[src/rtl/hilo_pkg.sv]
// Shared definitions for the HI/LO multiply/divide sequencer: funct codes,
// FSM state encoding and the HI/LO-class opcode decoder.
package hilo_pkg;

    localparam logic [5:0] FN_MFHI  = 6'h10;
    localparam logic [5:0] FN_MTHI  = 6'h11;
    localparam logic [5:0] FN_MFLO  = 6'h12;
    localparam logic [5:0] FN_MTLO  = 6'h13;
    localparam logic [5:0] FN_MULT  = 6'h18;
    localparam logic [5:0] FN_MULTU = 6'h19;
    localparam logic [5:0] FN_DIV   = 6'h1A;
    localparam logic [5:0] FN_DIVU  = 6'h1B;

    typedef enum logic [1:0] {IDLE, MUL, DIV, FIX} state_t;

    function automatic logic is_hilo_op(input logic [5:0] f);
        case (f)
            FN_MFHI, FN_MTHI, FN_MFLO, FN_MTLO,
            FN_MULT, FN_MULTU, FN_DIV, FN_DIVU: is_hilo_op = 1'b1;
            default:                            is_hilo_op = 1'b0;
        endcase
    endfunction

endpackage

[src/rtl/md_divider.sv]
// Iterative unsigned restoring divider: start loads the operands, then one
// quotient bit is produced per cycle for WIDTH cycles; done marks the last step.
module md_divider #(
    parameter int WIDTH = 32
) (
    input  logic             clk,
    input  logic             reset,
    input  logic             start,
    input  logic [WIDTH-1:0] dividend,
    input  logic [WIDTH-1:0] divisor,
    output logic [WIDTH-1:0] quot,
    output logic [WIDTH-1:0] rem,
    output logic             done
);

    localparam int CW = $clog2(WIDTH);

    logic [WIDTH-1:0] q, r, d;
    logic [CW-1:0]    cnt;
    logic             run;
    logic [WIDTH:0]   trial;

    // Bit WIDTH of the trial subtraction set means the partial remainder was smaller than the divisor.
    assign trial = {r, q[WIDTH-1]} - {1'b0, d};

    always_ff @(posedge clk) begin
        if (reset) begin
            q   <= '0;
            r   <= '0;
            d   <= '0;
            cnt <= '0;
            run <= 1'b0;
        end else if (start) begin
            q   <= dividend;
            r   <= '0;
            d   <= divisor;
            cnt <= CW'(WIDTH - 1);
            run <= 1'b1;
        end else if (run) begin
            q   <= {q[WIDTH-2:0], ~trial[WIDTH]};
            r   <= trial[WIDTH] ? {r[WIDTH-2:0], q[WIDTH-1]} : trial[WIDTH-1:0];
            cnt <= cnt - 1'b1;
            if (cnt == '0)
                run <= 1'b0;
        end
    end

    assign quot = q;
    assign rem  = r;
    assign done = run && (cnt == '0);

endmodule

[src/rtl/hilo_sequencer.sv]
// Multi-cycle MULT/DIV sequencer owning HI/LO; stalls EX1 for HI/LO ops while busy.
// Handshake: an op is consumed on a rising edge where valid && is_hilo_op(func) && !stall; a stalled op is held unchanged by EX1.
module hilo_sequencer
    import hilo_pkg::*;
#(
    parameter int WIDTH   = 32,
    parameter int MUL_LAT = 4
) (
    input  logic             clk,
    input  logic             reset,
    input  logic             valid,
    input  logic [5:0]       func,
    input  logic [WIDTH-1:0] a,
    input  logic [WIDTH-1:0] b,
    output logic             stall,
    output logic             busy,
    output logic [WIDTH-1:0] mfout,
    output logic [WIDTH-1:0] hi,
    output logic [WIDTH-1:0] lo,
    output state_t           dbg_state
);

    state_t             state;
    logic [2:0]         cnt;
    logic [2*WIDTH-1:0] product;
    logic               neg_q, neg_r;
    logic               recognised, accept, is_signed;
    logic [2*WIDTH-1:0] ax, bx;
    logic [WIDTH-1:0]   div_a, div_b, quot, rem;
    logic               div_start, div_done;

    assign recognised = valid && is_hilo_op(func);
    assign accept     = recognised && !busy;
    assign stall      = recognised && busy;
    assign is_signed  = (func == FN_MULT) || (func == FN_DIV);
    assign div_start  = accept && ((func == FN_DIV) || (func == FN_DIVU));

    assign ax    = is_signed ? {{WIDTH{a[WIDTH-1]}}, a} : {{WIDTH{1'b0}}, a};
    assign bx    = is_signed ? {{WIDTH{b[WIDTH-1]}}, b} : {{WIDTH{1'b0}}, b};
    assign div_a = (is_signed && a[WIDTH-1]) ? -a : a;
    assign div_b = (is_signed && b[WIDTH-1]) ? -b : b;

    md_divider #(.WIDTH(WIDTH)) u_div (
        .clk      (clk),
        .reset    (reset),
        .start    (div_start),
        .dividend (div_a),
        .divisor  (div_b),
        .quot     (quot),
        .rem      (rem),
        .done     (div_done)
    );

    always_comb begin
        mfout = '0;
        if (accept && func == FN_MFHI)
            mfout = hi;
        else if (accept && func == FN_MFLO)
            mfout = lo;
    end

    always_ff @(posedge clk) begin
        if (reset) begin
            state   <= IDLE;
            busy    <= 1'b0;
            hi      <= '0;
            lo      <= '0;
            cnt     <= '0;
            product <= '0;
            neg_q   <= 1'b0;
            neg_r   <= 1'b0;
        end else begin
            case (state)
                IDLE: if (accept) begin
                    case (func)
                        FN_MTHI: hi <= a;
                        FN_MTLO: lo <= a;
                        FN_MULT, FN_MULTU: begin
                            product <= ax * bx;
                            cnt     <= 3'(MUL_LAT - 1);
                            state   <= MUL;
                            busy    <= 1'b1;
                        end
                        FN_DIV, FN_DIVU: begin
                            // Divide by zero keeps the all-ones quotient unsigned; remainder sign restores A.
                            neg_q <= is_signed && (a[WIDTH-1] ^ b[WIDTH-1]) && (b != '0);
                            neg_r <= is_signed && a[WIDTH-1];
                            state <= DIV;
                            busy  <= 1'b1;
                        end
                        default: ;
                    endcase
                end
                MUL: begin
                    if (cnt == '0) begin
                        {hi, lo} <= product;
                        state    <= IDLE;
                        busy     <= 1'b0;
                    end else begin
                        cnt <= cnt - 1'b1;
                    end
                end
                DIV: if (div_done) state <= FIX;
                FIX: begin
                    lo    <= neg_q ? -quot : quot;
                    hi    <= neg_r ? -rem : rem;
                    state <= IDLE;
                    busy  <= 1'b0;
                end
                default: state <= IDLE;
            endcase
        end
    end

    assign dbg_state = state;

endmodule
[config.mk]
export PLATFORM = sky130hd
export DESIGN_NAME = hilo_sequencer
export DESIGN_NICKNAME = d
export VERILOG_FILES = /design/src/rtl/hilo_pkg.sv /design/src/rtl/md_divider.sv /design/src/rtl/hilo_sequencer.sv
export SDC_FILE = /design/constraint.sdc
export NUM_CORES = 2
export LEC_CHECK = 0
export ABC_CLOCK_PERIOD_IN_PS = 14400
export CAP_MARGIN = 10
export CORE_MARGIN = 2
export CORE_UTILIZATION = 39
export DETAILED_ROUTE_END_ITERATION = 10
export SYNTH_ARGS = -nofsm -noshare
export SYNTH_HDL_FRONTEND = slang
export SYNTH_HIERARCHICAL = 1
export SYNTH_SLANG_ARGS = --single-unit
[constraint.sdc]
create_clock -name clk -period 14.4 [get_ports clk]
set_input_delay 4.32 -clock clk [delete_from_list [all_inputs] [get_ports clk]]
set_output_delay 4.32 -clock clk [all_outputs]
set_load 0.01 [all_outputs]
Word level (Yosys, flattened, before mapping):

Memories as Yosys holds them, arrays and structs flattened.
Index checks and enable logic that the tools add are counted.

* flip-flop bits (word level): 238
* ROM bits: 32
* input bits: 73
* output and inout bits: 100
* logic and storage cells: 114
* memories: 1

Memories
* (no name shown): words 32, bits a word 1, rd ports 1, clocked after Yosys merged registers in 0, wr ports 0, RTL line hilo_pkg.sv:17 `case (f)`

* add/subtract/negate cells: 7
* multipliers: 1
* eq/ne operators: 20
* multiplexer cells: 38
* bitwise gates (word level): 2
* reductions and logical operators: 32

Operator list (number)
* 2-to-1 mux 32 bit: 15
* one-hot mux 32 bit (3 select lines): 2
* 2-to-1 mux 64 bit: 2
* negation 32 bit: 4
* multiplier 64 x 64 -> 64 bit: 1
* == test 6 x 5 -> 1 bit (second input constant): 8
* subtractor 33 x 32 -> 33 bit: 1
* nonzero test 32 bit: 1
* AND reduction 4 bit: 5
* logical AND 1 bit: 11
* 2-to-1 mux 5 bit: 2
* inequality test 2 bit (second input constant): 5
* 2-to-1 mux 3 bit: 3
* one-hot mux 2 bit (4 select lines): 1
* 2-to-1 mux 1 bit: 7
* 2-to-1 mux 2 bit: 3
* inequality test 2 x 1 -> 1 bit (second input constant): 3
* one-hot mux 3 bit (2 select lines): 1
* AND reduction 3 bit: 2
* OR reduction 2 bit: 3
* zero test 5 bit: 1
* subtractor 5 x 1 -> 5 bit (second input constant): 1
* == test 2 bit (second input constant): 2
* one-hot mux 2 bit (2 select lines): 1
* other kinds (13): 15

Logic depth before layout (Yosys ltp):

An unclocked memory read counts as a cell.

* word-level depth: 7
* gate-level depth with buffers: 38
* mapped depth without buffers: 35

Hierarchy:

The synthesis kept the hierarchy.

Modules (own cells, without submodules)
* hilo_sequencer: times used 1, cells each 6370, area each 56386.6 um^2
* md_divider: times used 1, cells each 774, area each 6140.9 um^2

Worst setup path before layout:

No wires, ideal clock.

* path kind: input to register
* from: input port func[5]
* to: register product[57]
* library setup time: 62 ps
* arrival: 13821 ps
* setup slack: 517 ps
* cell stages on the path: 33
* path buffers: 3
* cell sequence: nor3b_1 > nand2_1 > nor2_1 > and2_1 > clkbuf_1 > buf_1 > nand2_1 > fa_1 > inv_1 > fa_1 > fa_1 > inv_1 > fa_1 > fa_1 > inv_1 > fa_1 > fa_1 > fa_1 > fa_1 > inv_1 > fa_1 > inv_1 > ha_1 > clkbuf_1 > and2_1 > nand3_1 > a21oi_1 > o21a_1 > o2111ai_1 > o21ai_0 > a41oi_1 > or4b_1 > nand3_1

* cells in the longest elaborated chain, start to end: 4
* elaborated cells between the ends (all ways): 12
* classes of those cells: mul (1); eq/ne (3); mux (3); reduce/logical (5)

RTL lines
* from (decl): RTL line hilo_sequencer.sv:12 `input logic [5:0] func,`
* == test 6 x 5 -> 1 bit (tied with other cells): RTL line hilo_sequencer.sv:35, hilo_sequencer.sv:75
* logical OR 1 bit / logical AND 1 bit (equally long branches): RTL line hilo_sequencer.sv:35, hilo_sequencer.sv:32
* 2-to-1 mux 64 bit (tied with other cells): RTL line hilo_sequencer.sv:38 `assign ax = is_signed ? {{WIDTH{a[WIDTH-1]}}, a} : {{WIDTH{1'b0}}, a};`
* multiplier 64 x 64 -> 64 bit / AND reduction 3 bit (equally long branches)
* to (signal assigned): RTL line hilo_sequencer.sv:79 `product <= ax * bx;`
* to (decl): RTL line hilo_sequencer.sv:25 `logic [2*WIDTH-1:0] product;`

Parallel ways exist; a longest one is shown, timed or not.
A chain may end at the register's enable or synchronous reset.

Final worst setup path:

* from: input port func[4]
* to: register product[61]

* cells in the longest elaborated chain, start to end: 5
* elaborated cells between the ends (all ways): 13
* classes of those cells: mul (1); eq/ne (3); mux (3); reduce/logical (5); memory (1)

RTL lines
* parallel branches: the longest is 5 deep, another holds multiplier 64 x 64 -> 64 bit

Several ways; the timed one is not identified.

==> metrics.md <==
| Metric | Value |
|---|---|
| Largest fanout on the critical path | 16 |
| TritonRoute pass-1 iters | 6 |
| Clock sink count | around 240 |
| Clock Tree Root | sky130_fd_sc_hd__clkbuf_16 |
| Synth area leaders | sky130_fd_sc_hd__fa_1 45%, sky130_fd_sc_hd__inv_1 9.8%, sky130_fd_sc_hd__dfxtp_1 7.6%, sky130_fd_sc_hd__ha_1 7.1%, sky130_fd_sc_hd__nand2_1 6.1% |
| Xor-xnor portion of the synthesized cell area | 3.70% |
| Multi-input gate area in the final layout | 50,000 um2 |
| Number of violations of the max-capacitance limit | 0 |
| Min Clock Period, post-route | between 10 and 15 ns |
| Count of H-tree levels built during CTS | 1 |
| Area taken by flip-flops and latches | around 4800 um2 |
| Count of endpoints failing setup in the final report | 0 |
| GR Overflow Total | 0 |
| Adder-cell share of the synthesized area | 52.5% |
| Fraction of post-synthesis cell area in the top cell type by area | approximately 45% |
| Tot GR Track Use | around 26% |
| FMAX | between 70 and 80 MHz |
| RD Place Congestion | slightly below 1 |
| Crit path buf inv count | 9 |
| Synthesized instance count | a little over 7,000 |
| Layout net count | 8,958 |
| Count of final hold-check violations | 0 |
| CTS Hold Bufs | 0 |
| Worst stage delay on the critical path | 0.78 ns |
| Worst Path Arrival | 14.35 ns |
| Cell area after placement | between 60,000 and 70,000 um2 |
| Critical path endpoint category | register |
| Crit path required time | 14.91 ns |
| Number of nets with antenna violations after detailed routing | 0 |
| Placement-stage worst setup slack | -0.0409 ns |
| Number of buffer cells added on primary ports | approximately 170 |
| Worst hold path type | reg2reg |
| Final setup slack of the worst path | roughly 0.57 ns |
| Number of antenna violations at the first check in global routing | 10 |
| Total nets after synthesis | roughly 9,000 |
| Area growth from synthesis to final layout | 7.96% |
| Count of unique library cells instantiated by Yosys | roughly 90 |
| Number of standard-cell rows in the floorplan | between 100 and 150 |
| Nature of the critical path startpoint | input pin |
| Sequential-to-total area share from yosys stat | ~7.6% |
| Post-synthesis async set-or-reset flop share | 0% |
| Clock input transition at the sequential cells of the worst setup and hold paths | around 0.060 ns |
| Largest family of logic cells by synthesized area | adder cells |
| Fill count | roughly 16,000 |
| Synthesized cell area | about 63,000 um2 |
| Met1 layer usage reported by global route | between 30% and 40% |
| Measured slew at the worst slew-check pin | 1.21 ns |
| Setup slack, reg-to-reg | 10.32 ns |
| Most frequent cells in the layout | 1,630 x sky130_fd_sc_hd__inv_1, 1,419 x sky130_fd_sc_hd__fa_1, 1,016 x sky130_fd_sc_hd__nand2_1 |
| Proportion of synthesized area in mux cells | about 1.7% |
| Clock tree from TritonCTS | built |
| Top FF cell, synth | sky130_fd_sc_hd__dfxtp_1 |
| Crit-path leading delay family | adder cells |
| FF+latch count, synth | 238 |
| Yosys warning count | 6 |
| Num CTS Buffers | 27 |
| Max-slew violations | 0 |
| Share of the clock period used by the worst path | 96.0% |
| Buffers inserted by post-CTS timing repair | 0 |
| Setup clock skew after layout | between 0.02 and 0.025 ns |
| Cell repeated most along the worst path | sky130_fd_sc_hd__fa_1 |
| Post-route DRC violation count | 0 |
| Compound-gate portion of the synthesized area | between 7 and 8% |
| DRT Wirelength | ~210 mm |
| Vias per Instance | approximately 5.2 |
| Dpl hpwl | between 150 and 200 mm |
| Leading area contributor after synthesis | sky130_fd_sc_hd__fa_1 |
| Fraction of final layout cells with drive strength greater than 1 | under 10% |
| Syn Area/Cell | between 8 and 9 um2 |
| Floorplan core area | about 160,000 um2 |
| Initial drt markers | roughly 3,700 |
| Met3 capacity usage during global routing | under 10% |
| Die Ht | 404 um |
| Leading cell type in the layout, fill and taps excluded | sky130_fd_sc_hd__inv_1 |
| Initial standard-cell utilization of the core | about two fifths |
| Number of buffers between clock root and the deepest sink | 3 |
| Maximum number of pins on one net before global-route repair | 86 |
| X dimension of the die | about 400 um |
| Clock network latency to the later pin of the worst-skew pair | 0.58 ns |
| Wire length of the first global-routing pass | about 320 mm |
| Setup Crit Path Kind | in2reg |
| Via count of the first global-routing pass | 52,300 |
| Run status | finished, final reports clean |
| Detailed-route wire length per cell | between 20 and 25 um |
| Max_slew headroom | around a fifth |
| Routed via count | about 48,000 |
| Setup repair after global routing missed its margin | false |
| Global-route met2 utilization | between 40% and 50% |
| Grt peak-use layer | met2 |
| Gates resized, CTS repair | 0 |
| Simple-gate share of the synthesized area | between 10 and 15% |
| Number of enable-type register cells in the synthesized netlist | 0 |
| Cell with the largest stage delay on the worst path | sky130_fd_sc_hd__fa_1 |
| Final instance area | just under 70,000 um2 |
| IO Pins | between 150 and 200 |
| DIE AREA | 164,000 um2 |
## area by class of cell
cell class,count,area share [%]
diodes,3,0.0111
multi-input cells,4857,74.1
flip-flops and latches,238,7.07
well taps,2072,3.84
inverters,1630,9.06
repair buffers,359,4.48
clock buffers,38,1.15
clock inverters,10,0.248
## kinds of logic after synthesis
group / Yosys count
buffers and inverters: 2049
AO/OA/AOI/OAI: 722
flip-flops: 238
adder cells (fa/ha/maj): 1773
XOR/XNOR: 258
multiplexers: 106
AND/OR/NAND/NOR: 1998
## cells in the mapped netlist (all sizes together), types with 7 or more instances
| cell | count |
|---|---|
| inv | 1630 |
| fa | 1419 |
| nand2 | 1017 |
| ha | 353 |
| nor2 | 341 |
| and2 | 340 |
| clkbuf | 327 |
| dfxtp | 238 |
| a21oi | 227 |
| xnor2 | 158 |
| o21ai | 139 |
| mux2i | 105 |
| xor2 | 99 |
| buf | 92 |
| nor3 | 62 |
| a211oi | 56 |
| a21o | 53 |
| a31oi | 43 |
| and3 | 40 |
| nand3 | 40 |
| o211ai | 37 |
| o31ai | 29 |
| nand4 | 27 |
| a311oi | 24 |
| nor2b | 24 |
| or3 | 20 |
| nand2b | 18 |
| nor4 | 17 |
| o41ai | 17 |
| or4 | 14 |
| nor3b | 13 |
| a221oi | 12 |
| o21a | 12 |
| o21bai | 12 |
| nand3b | 11 |
| a222oi | 9 |
| a2111oi | 8 |
| a211o | 7 |
## layer usage
| metal | vias up | routed length (um) |
|---|---|---|
| met1 | 25200 | 85900 |
| met3 | 288 | 10600 |
| met5 | - | 52 |
| met2 | 1552 | 101000 |
| met4 | 8 | 7960 |
| li1 | 21300 | - |
## path summary, 6_finish.rpt
check | from | end | cells past startpoint
max | func[4] | product[61] | 31
min | product[7] | product[7] | 2
max reg2reg | u_div/quot[31] | u_div/rem[17] | 12
min reg2reg | product[7] | product[7] | 2
## per-stage QoR
stage / TNS, ns / hold slack (ns) / instances / util (%)
final: 0 / 0.462 / 9207 / 42.5
after global routing: 0 / 0.479 / 9204 / 42.5
after CTS: 0 / 0.460 / 9203 / 42.5
after detailed placement: -0.0409 / 0.449 / 9155 / 41.9
after global placement: 0 / 0.442 / 9155 / 41.9
after floorplan: 0 / 0.423 / 7144 / -
## tightest hold or removal path: stages (launching register included)
cell,delay (ns)
sky130_fd_sc_hd__dfxtp_1,0.31
sky130_fd_sc_hd__nand2_1,0.05
sky130_fd_sc_hd__a21oi_1,0.05
## sequential cells by signal, indices dropped and copies added (netlist names)
name        cells
product        64
hi             32
lo             32
u_div/d        32
u_div/quot     32
u_div/rem      32
u_div/cnt       5
cnt             3
dbg_state       2
busy            1
neg_q           1
neg_r           1
u_div/run       1
Power is not shown: default switching activity piles up to over one toggle a cycle in this logic, so the estimate is an artifact.
